File: src/rtl/riscv_pkg.sv
// ============================================================================
// Module : riscv_pkg
// Brief  : Opcodes, control encodings and pipelined control-word types for
//          the RV32I five-stage pipeline control path.
// Rev    : 1.0
// ============================================================================
`default_nettype none

package riscv_pkg;

  localparam logic [6:0] OP_LOAD   = 7'b0000011;
  localparam logic [6:0] OP_STORE  = 7'b0100011;
  localparam logic [6:0] OP_R      = 7'b0110011;
  localparam logic [6:0] OP_I      = 7'b0010011;
  localparam logic [6:0] OP_BRANCH = 7'b1100011;
  localparam logic [6:0] OP_JAL    = 7'b1101111;
  localparam logic [6:0] OP_LUI    = 7'b0110111;

  typedef enum logic [2:0] {
    ALU_ADD = 3'b000,
    ALU_SUB = 3'b001,
    ALU_AND = 3'b010,
    ALU_OR  = 3'b011,
    ALU_XOR = 3'b100,
    ALU_SLT = 3'b101,
    ALU_SLL = 3'b110,
    ALU_SRL = 3'b111
  } alu_t;

  typedef enum logic [2:0] {
    IMM_I = 3'b000,
    IMM_S = 3'b001,
    IMM_B = 3'b010,
    IMM_J = 3'b011,
    IMM_U = 3'b100
  } imm_t;

  typedef enum logic [1:0] {
    RES_ALU = 2'b00,
    RES_MEM = 2'b01,
    RES_PC4 = 2'b10
  } res_t;

  typedef struct packed {
    logic reg_write;
    res_t result_src;
    logic mem_write;
    logic jump;
    logic branch;
    alu_t alu_control;
    logic alu_src_a;
    logic alu_src_b;
    logic funct3_0;
  } ctrl_t;

  typedef struct packed {
    logic reg_write;
    res_t result_src;
    logic mem_write;
  } ctrl_m_t;

  typedef struct packed {
    logic reg_write;
    res_t result_src;
  } ctrl_w_t;

  // funct3 to ALU op; 'sub' is only honoured for funct3=000 (R-type sub)
  function automatic alu_t alu_decode(input logic [2:0] funct3, input logic sub);
    case (funct3)
      3'b000:  alu_decode = sub ? ALU_SUB : ALU_ADD;
      3'b111:  alu_decode = ALU_AND;
      3'b110:  alu_decode = ALU_OR;
      3'b100:  alu_decode = ALU_XOR;
      3'b010:  alu_decode = ALU_SLT;
      3'b001:  alu_decode = ALU_SLL;
      3'b101:  alu_decode = ALU_SRL;
      default: alu_decode = ALU_ADD;
    endcase
  endfunction

endpackage

`default_nettype wire

File: src/rtl/pipe_ctrl_hazard_unit.sv
// ============================================================================
// Module : hazard_unit
// Brief  : Forwarding selects, load-use stall and branch flush generation.
// Rev    : 1.0
// ============================================================================
`default_nettype none

module hazard_unit
  import riscv_pkg::*;
(
  input  logic [4:0] Rs1D,
  input  logic [4:0] Rs2D,
  input  logic [4:0] Rs1E,
  input  logic [4:0] Rs2E,
  input  logic [4:0] RdE,
  input  logic [4:0] RdM,
  input  logic [4:0] RdW,
  input  logic       RegWriteM,
  input  logic       RegWriteW,
  input  res_t       ResultSrcE,
  input  logic       PCSrcE,
  output logic [1:0] ForwardAE,
  output logic [1:0] ForwardBE,
  output logic       StallF,
  output logic       StallD,
  output logic       FlushD,
  output logic       FlushE
);

  logic w_lw_stall;

  // M-stage result is newer than W, so it wins when both match
  always_comb begin
    ForwardAE = 2'b00;
    if (Rs1E != 5'd0 && RegWriteM && Rs1E == RdM)
      ForwardAE = 2'b10;
    else if (Rs1E != 5'd0 && RegWriteW && Rs1E == RdW)
      ForwardAE = 2'b01;
  end

  always_comb begin
    ForwardBE = 2'b00;
    if (Rs2E != 5'd0 && RegWriteM && Rs2E == RdM)
      ForwardBE = 2'b10;
    else if (Rs2E != 5'd0 && RegWriteW && Rs2E == RdW)
      ForwardBE = 2'b01;
  end

  assign w_lw_stall = (ResultSrcE == RES_MEM) && (RdE != 5'd0) &&
                      ((Rs1D == RdE) || (Rs2D == RdE));

  assign StallF = w_lw_stall;
  assign StallD = w_lw_stall;
  assign FlushD = PCSrcE;
  assign FlushE = w_lw_stall | PCSrcE;

endmodule

`default_nettype wire

File: src/rtl/pipe_ctrl.sv
// ============================================================================
// Module : pipe_ctrl
// Brief  : RV32I decode, D/E/M/W control pipeline and hazard sequencing.
//          Optional perf counters enabled by PIPE_CTRL_PERF_EN.
// Rev    : 1.0
// ============================================================================
`default_nettype none

module pipe_ctrl
  import riscv_pkg::*;
(
  input  logic        clk,
  input  logic        reset,
  input  logic [6:0]  opD,
  input  logic [2:0]  funct3D,
  input  logic        funct7b5D,
  input  logic [4:0]  Rs1D,
  input  logic [4:0]  Rs2D,
  input  logic [4:0]  Rs1E,
  input  logic [4:0]  Rs2E,
  input  logic [4:0]  RdE,
  input  logic [4:0]  RdM,
  input  logic [4:0]  RdW,
  input  logic        ZeroE,
  output logic [2:0]  ImmSrcD,
  output logic [2:0]  ALUControlE,
  output logic        ALUSrcAE,
  output logic        ALUSrcBE,
  output logic        PCSrcE,
  output logic        MemWriteM,
  output logic        RegWriteW,
  output logic [1:0]  ResultSrcW,
  output logic [1:0]  ForwardAE,
  output logic [1:0]  ForwardBE,
  output logic        StallF,
  output logic        StallD,
  output logic        FlushD,
  output logic        FlushE,
  output logic [31:0] stall_cnt,
  output logic [31:0] flush_cnt
);

  ctrl_t   w_ctrl_d;
  imm_t    w_imm_src;
  ctrl_t   r_ctrl_e;
  ctrl_m_t r_ctrl_m;
  ctrl_w_t r_ctrl_w;

  always_comb begin
    w_ctrl_d  = '0;
    w_imm_src = IMM_I;
    case (opD)
      OP_LOAD: begin
        w_ctrl_d.reg_write  = 1'b1;
        w_ctrl_d.result_src = RES_MEM;
        w_ctrl_d.alu_src_b  = 1'b1;
      end
      OP_STORE: begin
        w_ctrl_d.mem_write = 1'b1;
        w_ctrl_d.alu_src_b = 1'b1;
        w_imm_src          = IMM_S;
      end
      OP_R: begin
        w_ctrl_d.reg_write   = 1'b1;
        w_ctrl_d.alu_control = alu_decode(funct3D, funct7b5D);
      end
      OP_I: begin
        w_ctrl_d.reg_write   = 1'b1;
        w_ctrl_d.alu_src_b   = 1'b1;
        w_ctrl_d.alu_control = alu_decode(funct3D, 1'b0);
      end
      OP_BRANCH: begin
        w_imm_src = IMM_B;
        // only beq/bne are supported; other branch funct3 become bubbles
        if (funct3D[2:1] == 2'b00) begin
          w_ctrl_d.branch      = 1'b1;
          w_ctrl_d.alu_control = ALU_SUB;
          w_ctrl_d.funct3_0    = funct3D[0];
        end
      end
      OP_JAL: begin
        w_ctrl_d.reg_write  = 1'b1;
        w_ctrl_d.jump       = 1'b1;
        w_ctrl_d.result_src = RES_PC4;
        w_imm_src           = IMM_J;
      end
      OP_LUI: begin
        w_ctrl_d.reg_write = 1'b1;
        w_ctrl_d.alu_src_a = 1'b1;
        w_ctrl_d.alu_src_b = 1'b1;
        w_imm_src          = IMM_U;
      end
      default: ;
    endcase
  end

  always_ff @(posedge clk or posedge reset) begin
    if (reset) begin
      r_ctrl_e <= '0;
      r_ctrl_m <= '0;
      r_ctrl_w <= '0;
    end else begin
      r_ctrl_e <= FlushE ? '0 : w_ctrl_d;
      r_ctrl_m <= '{reg_write:  r_ctrl_e.reg_write,
                    result_src: r_ctrl_e.result_src,
                    mem_write:  r_ctrl_e.mem_write};
      r_ctrl_w <= '{reg_write:  r_ctrl_m.reg_write,
                    result_src: r_ctrl_m.result_src};
    end
  end

  assign ImmSrcD     = w_imm_src;
  assign ALUControlE = r_ctrl_e.alu_control;
  assign ALUSrcAE    = r_ctrl_e.alu_src_a;
  assign ALUSrcBE    = r_ctrl_e.alu_src_b;
  assign PCSrcE      = r_ctrl_e.jump | (r_ctrl_e.branch & (ZeroE ^ r_ctrl_e.funct3_0));
  assign MemWriteM   = r_ctrl_m.mem_write;
  assign RegWriteW   = r_ctrl_w.reg_write;
  assign ResultSrcW  = r_ctrl_w.result_src;

  hazard_unit u_hazard (
    .Rs1D       (Rs1D),
    .Rs2D       (Rs2D),
    .Rs1E       (Rs1E),
    .Rs2E       (Rs2E),
    .RdE        (RdE),
    .RdM        (RdM),
    .RdW        (RdW),
    .RegWriteM  (r_ctrl_m.reg_write),
    .RegWriteW  (r_ctrl_w.reg_write),
    .ResultSrcE (r_ctrl_e.result_src),
    .PCSrcE     (PCSrcE),
    .ForwardAE  (ForwardAE),
    .ForwardBE  (ForwardBE),
    .StallF     (StallF),
    .StallD     (StallD),
    .FlushD     (FlushD),
    .FlushE     (FlushE)
  );

`ifdef PIPE_CTRL_PERF_EN
  logic [31:0] r_stall_cnt;
  logic [31:0] r_flush_cnt;

  // StallF is exactly the load-use stall condition
  always_ff @(posedge clk or posedge reset) begin
    if (reset) begin
      r_stall_cnt <= '0;
      r_flush_cnt <= '0;
    end else begin
      if (StallF && r_stall_cnt != 32'hFFFF_FFFF)
        r_stall_cnt <= r_stall_cnt + 32'd1;
      if (PCSrcE && r_flush_cnt != 32'hFFFF_FFFF)
        r_flush_cnt <= r_flush_cnt + 32'd1;
    end
  end

  assign stall_cnt = r_stall_cnt;
  assign flush_cnt = r_flush_cnt;
`else
  assign stall_cnt = 32'd0;
  assign flush_cnt = 32'd0;
`endif

endmodule

`default_nettype wire

File: config.mk
export PLATFORM = sky130hd
export DESIGN_NAME = pipe_ctrl
export DESIGN_NICKNAME = d
export VERILOG_FILES = /design/src/rtl/riscv_pkg.sv /design/src/rtl/pipe_ctrl_hazard_unit.sv /design/src/rtl/pipe_ctrl.sv
export SDC_FILE = /design/constraint.sdc
export NUM_CORES = 1
export LEC_CHECK = 0
export CAP_MARGIN = 15
export CORE_MARGIN = 3
export CORE_UTILIZATION = 26
export DETAILED_ROUTE_END_ITERATION = 10
export PLACE_DENSITY = 0.72
export SLEW_MARGIN = 0
export SYNTH_ARGS = -nofsm -noshare
export SYNTH_HDL_FRONTEND = slang
export SYNTH_HIERARCHICAL = 1
export SYNTH_SLANG_ARGS = --single-unit
File: constraint.sdc
create_clock -name clk -period 2.3 [get_ports clk]
set_input_delay 0.46 -clock clk [delete_from_list [all_inputs] [get_ports clk]]
set_output_delay 0.46 -clock clk [all_outputs]
set_load 0.03 [all_outputs]
==> flow_summary.toml, run 1 <==
[floorplan]
die_x_um = 87.0
rows = 28
pin_count = 134
initial_core_util = 0.278
die_area_um2 = 7560
fp.dieH_um = 87.0
core_area_um2 = 6130

[run_status]
status = "completed"

[logic_synthesis]
synthFlopType = "dfrtp_1"
synth_edf_count = 0
synth.distinct_cells = 34
ys_warn_count = 6
syn-cell-area_um2 = 1700
synth_area_per_cell_um2 = 9.16
yosysSeqAreaShare = 0.264
syn_inst = 186
ys_async_sr_fraction = 1.00
ys_seq_elements = 18

[drt]
via_count = 1365
final_antenna_net_count = 0
viasPerCell = 3.87
dr.first_iter.drc_count = 23
routedWlPerCell_um = 11.8
drcViolationCount = 0
detail_route.first_pass.iterations = 3
wl_um = 4160

[final_layout]
nNetsFinal = 328
finish.utilization = 0.404
antenna_cells = 0
drive_gt1_frac = 0.270
syn_to_final_growth_pct = 45.4
final_area_um2 = 2480

[timing]
fin_tns_setup_ns = 0
final_max_slew_viol_count = 0
setup_ws_ns = 0.0494
hold_slack_ns = 0.352
rsz0062_at_grt = "no"
max_freq_mhz = 444
worstMarginPinSlew_ns = 0.661
setup_viol = 0
finalHoldViolCount = 0
fin_crit_sh = 0.979
finalClockSkew_ns = 0.00116
slew_headroom = 0.559
finalCriticalPeriod_ns = 2.25

[pwr]
netSwitchingFraction = 0.363
seq_power_share = 0.343
leakage_uw = 0.00121
p_comb_frac = 0.393
power.density_nw_per_um2 = 377
p_int_uw = 595
p_sw_uw = 339
ir_drop_mv = 0.205
power_frac_clock = 0.263

[global_routing]
grt.total_usage = 0.103
grt_max_degree = 19
gr-total-overflow = 0
antenna_found_initial = 0
first_global_vias = 1331
grt_pass1_wl_um = 6320

[run]
maxCapViolations = 0

[critical_path]
critPathLaunchType = "primary input"
r2r-start = "r_ctrl_e[0]$_DFF_PP0_"
rr_worst_depth = 7
r2r-end = "ALUSrcBE$_DFF_PP0_"
cp-end-kind = "output pin"
path_max_fanout = 2
cp-startpoint = "RdM[1]"
cp.arrival_ns = 1.79
rrSetupSlack_ns = 0.52
critPathKind = "primary input to output pin"
crit_required_ns = 1.84

[clock_network]
hold_buffers = 0
root_buffer = "clkbuf_8"
cts_sinks = 18
cts_max_path_buffers = 2
cts_tree = "built"
clk_latency_ns = 0.24
clkTransAtPathRegs_ns = 0.06
cts_made_buffers = 3
htree_levels = 1

[place]
gp_congestion = 0.839
placed_area_um2 = 2390
placement.io_buffers = 69
pre_cts_ws_ns = -0.273
hpwl_um = 3650

[min_path]
min_path_type = "register to register"
min_from = "r_ctrl_m[2]$_DFF_PP0_"
worstHoldEndpoint = "ResultSrcW[1]$_DFF_PP0_"
min_path_cells = 0
==> worst max-delay path, cell delays in order <==
cell and delay (ns):
clkdlybuf4s50_1 0.46, xor2_1 0.21, nor4_4 0.35, buf_4 0.17, buf_4 0.15
==> metal layers <==
| metal | vias up | GRT usage | share of wire |
|---|---|---|---|
| met1 | 642 | 0.118 | 0.36 |
| met2 | 55 | 0.198 | 0.57 |
| met5 | - | 0 | 0 |
| met3 | 2 | 0.0132 | 0.055 |
| met4 | 0 | 0.0297 | 0.0084 |
| li1 | 666 | - | - |
==> worst max path at each step <==
| stage | endpoint | slack, ns |
|---|---|---|
| 3_3_place_gp | FlushE | -0.25 |
| 2_1_floorplan | ForwardAE[0] | 0.10 |
| 4_1_cts | StallF | 0.0003 |
| 3_5_place_dp | FlushE | -0.27 |
| 6_report | ForwardAE[1] | 0.05 |
| 5_1_grt | ForwardBE[0] | 0.01 |
==> cells in the mapped netlist, types with 2 or more instances <==
cell | number | area, um2
nand4_1 | 4 | 25.0
xnor2_1 | 16 | 140
xor2_1 | 17 | 149
and3b_1 | 2 | 17.5
or4_4 | 3 | 33.8
nand3_1 | 2 | 10.0
nor2_4 | 2 | 22.5
nor4_1 | 3 | 18.8
nor4_2 | 4 | 50.1
buf_4 | 69 | 518
inv_1 | 3 | 11.3
nand2b_1 | 2 | 12.5
nor3_1 | 6 | 30.0
nand2_1 | 6 | 22.5
or4_1 | 2 | 15.0
nor2_1 | 10 | 37.5
dfrtp_1 | 18 | 450
==> logic make-up after synthesis <==
kind of cell | share of synthesized area
other cells | 0.00220
compound gates | 0.0352
xor+xnor | 0.170
buf+inv | 0.317
flops | 0.264
simple gates | 0.206
mux | 0.00587
==> layout make-up <==
cell class,count,area (um2)
Tap cell,75,93.8
Multi-Input combinational cell,158,1060
Fill cell,619,3650
Clock buffer,4,55.1
Sequential cell,18,450
Timing Repair Buffer,95,810
Inverter,3,11.3
==> cells in the final DEF (no fill, tap or decap), types with 2 or more instances in the layout <==
master / instances
buf_6: 2
clkdlybuf4s50_1: 28
nor2_4: 2
buf_4: 36
and3b_1: 2
or4_1: 2
nand3_1: 2
buf_2: 3
xnor2_1: 16
inv_1: 3
xor2_1: 15
or4_4: 3
nand4_1: 4
nand2b_1: 2
nor2_1: 10
xor2_2: 2
conb_1: 64
nand2_1: 6
dfrtp_1: 18
dlymetal6s2s_1: 6
clkbuf_8: 4
dlygate4sd2_1: 7
clkdlybuf4s15_1: 4
nor3_1: 4
clkbuf_2: 9
nor4_4: 6
nor3_2: 2
==> power groups by stage <==
stage | logic, uW | clock network, uW | registers, uW
floorplan | 305 | 0 | 328
global placement | 365 | 0 | 326
detailed placement | 370 | 0 | 326
CTS | 364 | 253 | 321
global route | 396 | 270 | 320
finish | 368 | 246 | 321
==> per-stage QoR <==
stage          power (uW)  cells
2_1_floorplan         634    249
3_3_place_gp          692    346
3_5_place_dp          697    346
4_1_cts               938    353
5_1_grt               986    353
6_report              934    353
==> timing repair <==
item                       CTS  global route
setup endpoints to repair    9            12
resized for setup           40            31
cloned                       0             0
setup buffers                3             1
pin swaps                   15            18
==> registers in the layout (all words and copies together), names as in the netlist <==
| signal | flops |
|---|---|
| ResultSrcW | 2 |
| ALUSrcAE | 1 |
| r_ctrl_e | 6 |
| ALUSrcBE | 1 |
| ALUControlE | 3 |
| r_ctrl_m | 3 |
| RegWriteW | 1 |
| MemWriteM | 1 |
Power figures use the tool's default switching activity.
==> run 2, diff against run 1 <==
==> constraint.sdc (replaced) <==
create_clock -name clk -period 2.3 [get_ports clk]
set_input_delay 0.46 -clock clk [delete_from_list [all_inputs] [get_ports clk]]
set_output_delay 0.46 -clock clk [all_outputs]
set_load 0.1 [all_outputs]
==> run 2 against run 1 <==
- register-to-register slack gained 0.15 ns
- wire length grew 4.5%
- clock skew grew 0.0051 ns
- global-route usage grew 0.34 points
- sequential power is essentially flat
- cell count is the same
- critical path depth grew 2
- core utilization grew 4.1 points
- largest power group unchanged
==> flow_summary.toml, run 2 (synthesized netlist as in run 1, its figures left out) <==
[run_status]
status = "completed"

[global_routing]
grt_max_degree = 19
grt.total_usage = 0.107
antenna_found_initial = 0
grt_pass1_wl_um = 6450
first_global_vias = 1401
gr-total-overflow = 0

[critical_path]
cp-startpoint = "RdE[2]"
rrSetupSlack_ns = 0.67
critPathKind = "primary input to output pin"
crit_required_ns = 1.84
r2r-start = "r_ctrl_e[0]$_DFF_PP0_"
cp-end-kind = "output pin"
critPathLaunchType = "primary input"
cp.arrival_ns = 1.80
path_max_fanout = 3

[final_layout]
layout_common_cells = "64 x conb_1, 34 x buf_4, 18 x dfrtp_1"
nNetsFinal = 328
drive_gt1_frac = 0.374
final_common_cell = "conb_1"
finalNonFillerCells = 353
antenna_cells = 0
top_register = "r_ctrl_e"
finish.utilization = 0.445
largest_register_ffs = 6
syn_to_final_growth_pct = 60.1

[drt]
detail_route.first_pass.iterations = 4
via_count = 1356
viasPerCell = 3.84
final_antenna_net_count = 0
wl_um = 4350
drcViolationCount = 0
dr.first_iter.drc_count = 22
routedWlPerCell_um = 12.3

[place]
placement.io_buffers = 69
dp.cells = 347
hpwl_um = 3630
gp_congestion = 0.822

[floorplan]
die_x_um = 87.0
rows = 28
die_area_um2 = 7560
fp.dieH_um = 87.0
pin_count = 134
initial_core_util = 0.278
core_area_um2 = 6130

[pwr]
p_comb_frac = 0.555
p_int_uw = 606
ir_drop_mv = 0.303
leakage_uw = 0.00133
power.density_nw_per_um2 = 476
seq_power_share = 0.247
power_frac_clock = 0.198
power_uw = 1300
p_sw_uw = 692
netSwitchingFraction = 0.533

[timing]
finalHoldViolCount = 0
hold_slack_ns = 0.350
fin_crit_sh = 0.984
finalClockSkew_ns = 0.00627
final_max_slew_viol_count = 0
setup_viol = 0
fin_tns_setup_ns = 0
slew_headroom = 0.538
max_freq_mhz = 442
worstMarginPinSlew_ns = 0.693
finalCriticalPeriod_ns = 2.26

[clock_network]
cts_sinks = 18
htree_levels = 1
cts_made_buffers = 3
cts_max_path_buffers = 2
clk_latency_ns = 0.25
hold_buffers = 0
root_buffer = "clkbuf_8"
clkTransAtPathRegs_ns = 0.07
cts_tree = "built"

[min_path]
min_from = "r_ctrl_m[2]$_DFF_PP0_"
min_path_type = "register to register"

[run]
maxCapViolations = 0
## run 2: path summary, 6_finish.rpt
check | endpoint | cells after the start
setup / recovery | StallF | 7
hold / removal | ResultSrcW[1]$_DFF_PP0_ | 0
setup reg to reg | ALUSrcBE$_DFF_PP0_ | 6
hold reg to reg | ResultSrcW[1]$_DFF_PP0_ | 0
max in group asynchronous | r_ctrl_e[6]$_DFF_PP0_ | 2
min in group asynchronous | r_ctrl_e[9]$_DFF_PP0_ | 2
## run 2: per-stage QoR
| step | area [um2] | setup slack, ns |
|---|---|---|
| floorplan | 2090 | -0.624 |
| global placement | 2620 | -0.299 |
| detailed placement | 2620 | -0.305 |
| CTS | 2690 | -0.0336 |
| global route | 2730 | -0.00542 |
| finish | 2730 | 0.0357 |
## run 2: critical path, cell delays in order
cell	delay [ns]
clkdlybuf4s15_2	0.21
or4_1	0.51
nor2_1	0.11
buf_4	0.15
nor4_4	0.03
buf_4	0.16
buf_12	0.16
## run 2: routing by layer
metal	GRT usage	share of wire	vias up
li1	-	-	660
met1	0.128	0.37	631
met2	0.197	0.55	63
met3	0.0208	0.069	2
met4	0.0212	0.0041	0
met5	0	0	-
## run 2: power groups by stage
stage	registers (uW)	clock network (uW)	logic [uW]
floorplan	334	0	645
global placement	327	0	712
detailed placement	326	0	717
CTS	320	268	711
global route	321	280	747
finish	320	257	720
## run 2: area by class of cell
type | count | area (um2)
inverter | 3 | 11.3
sequential | 18 | 450
multi-input combinational | 158 | 1180
timing repair buffer | 95 | 935
clock buffer | 4 | 55.1
fill | 589 | 3400
tap | 75 | 93.8
## run 2: what timing repair did
item,in CTS,in global routing
buffers inserted,3,0
resized for setup,71,29
pin swaps,20,13
hold endpoints to repair,0,0
setup endpoints to repair,7,8
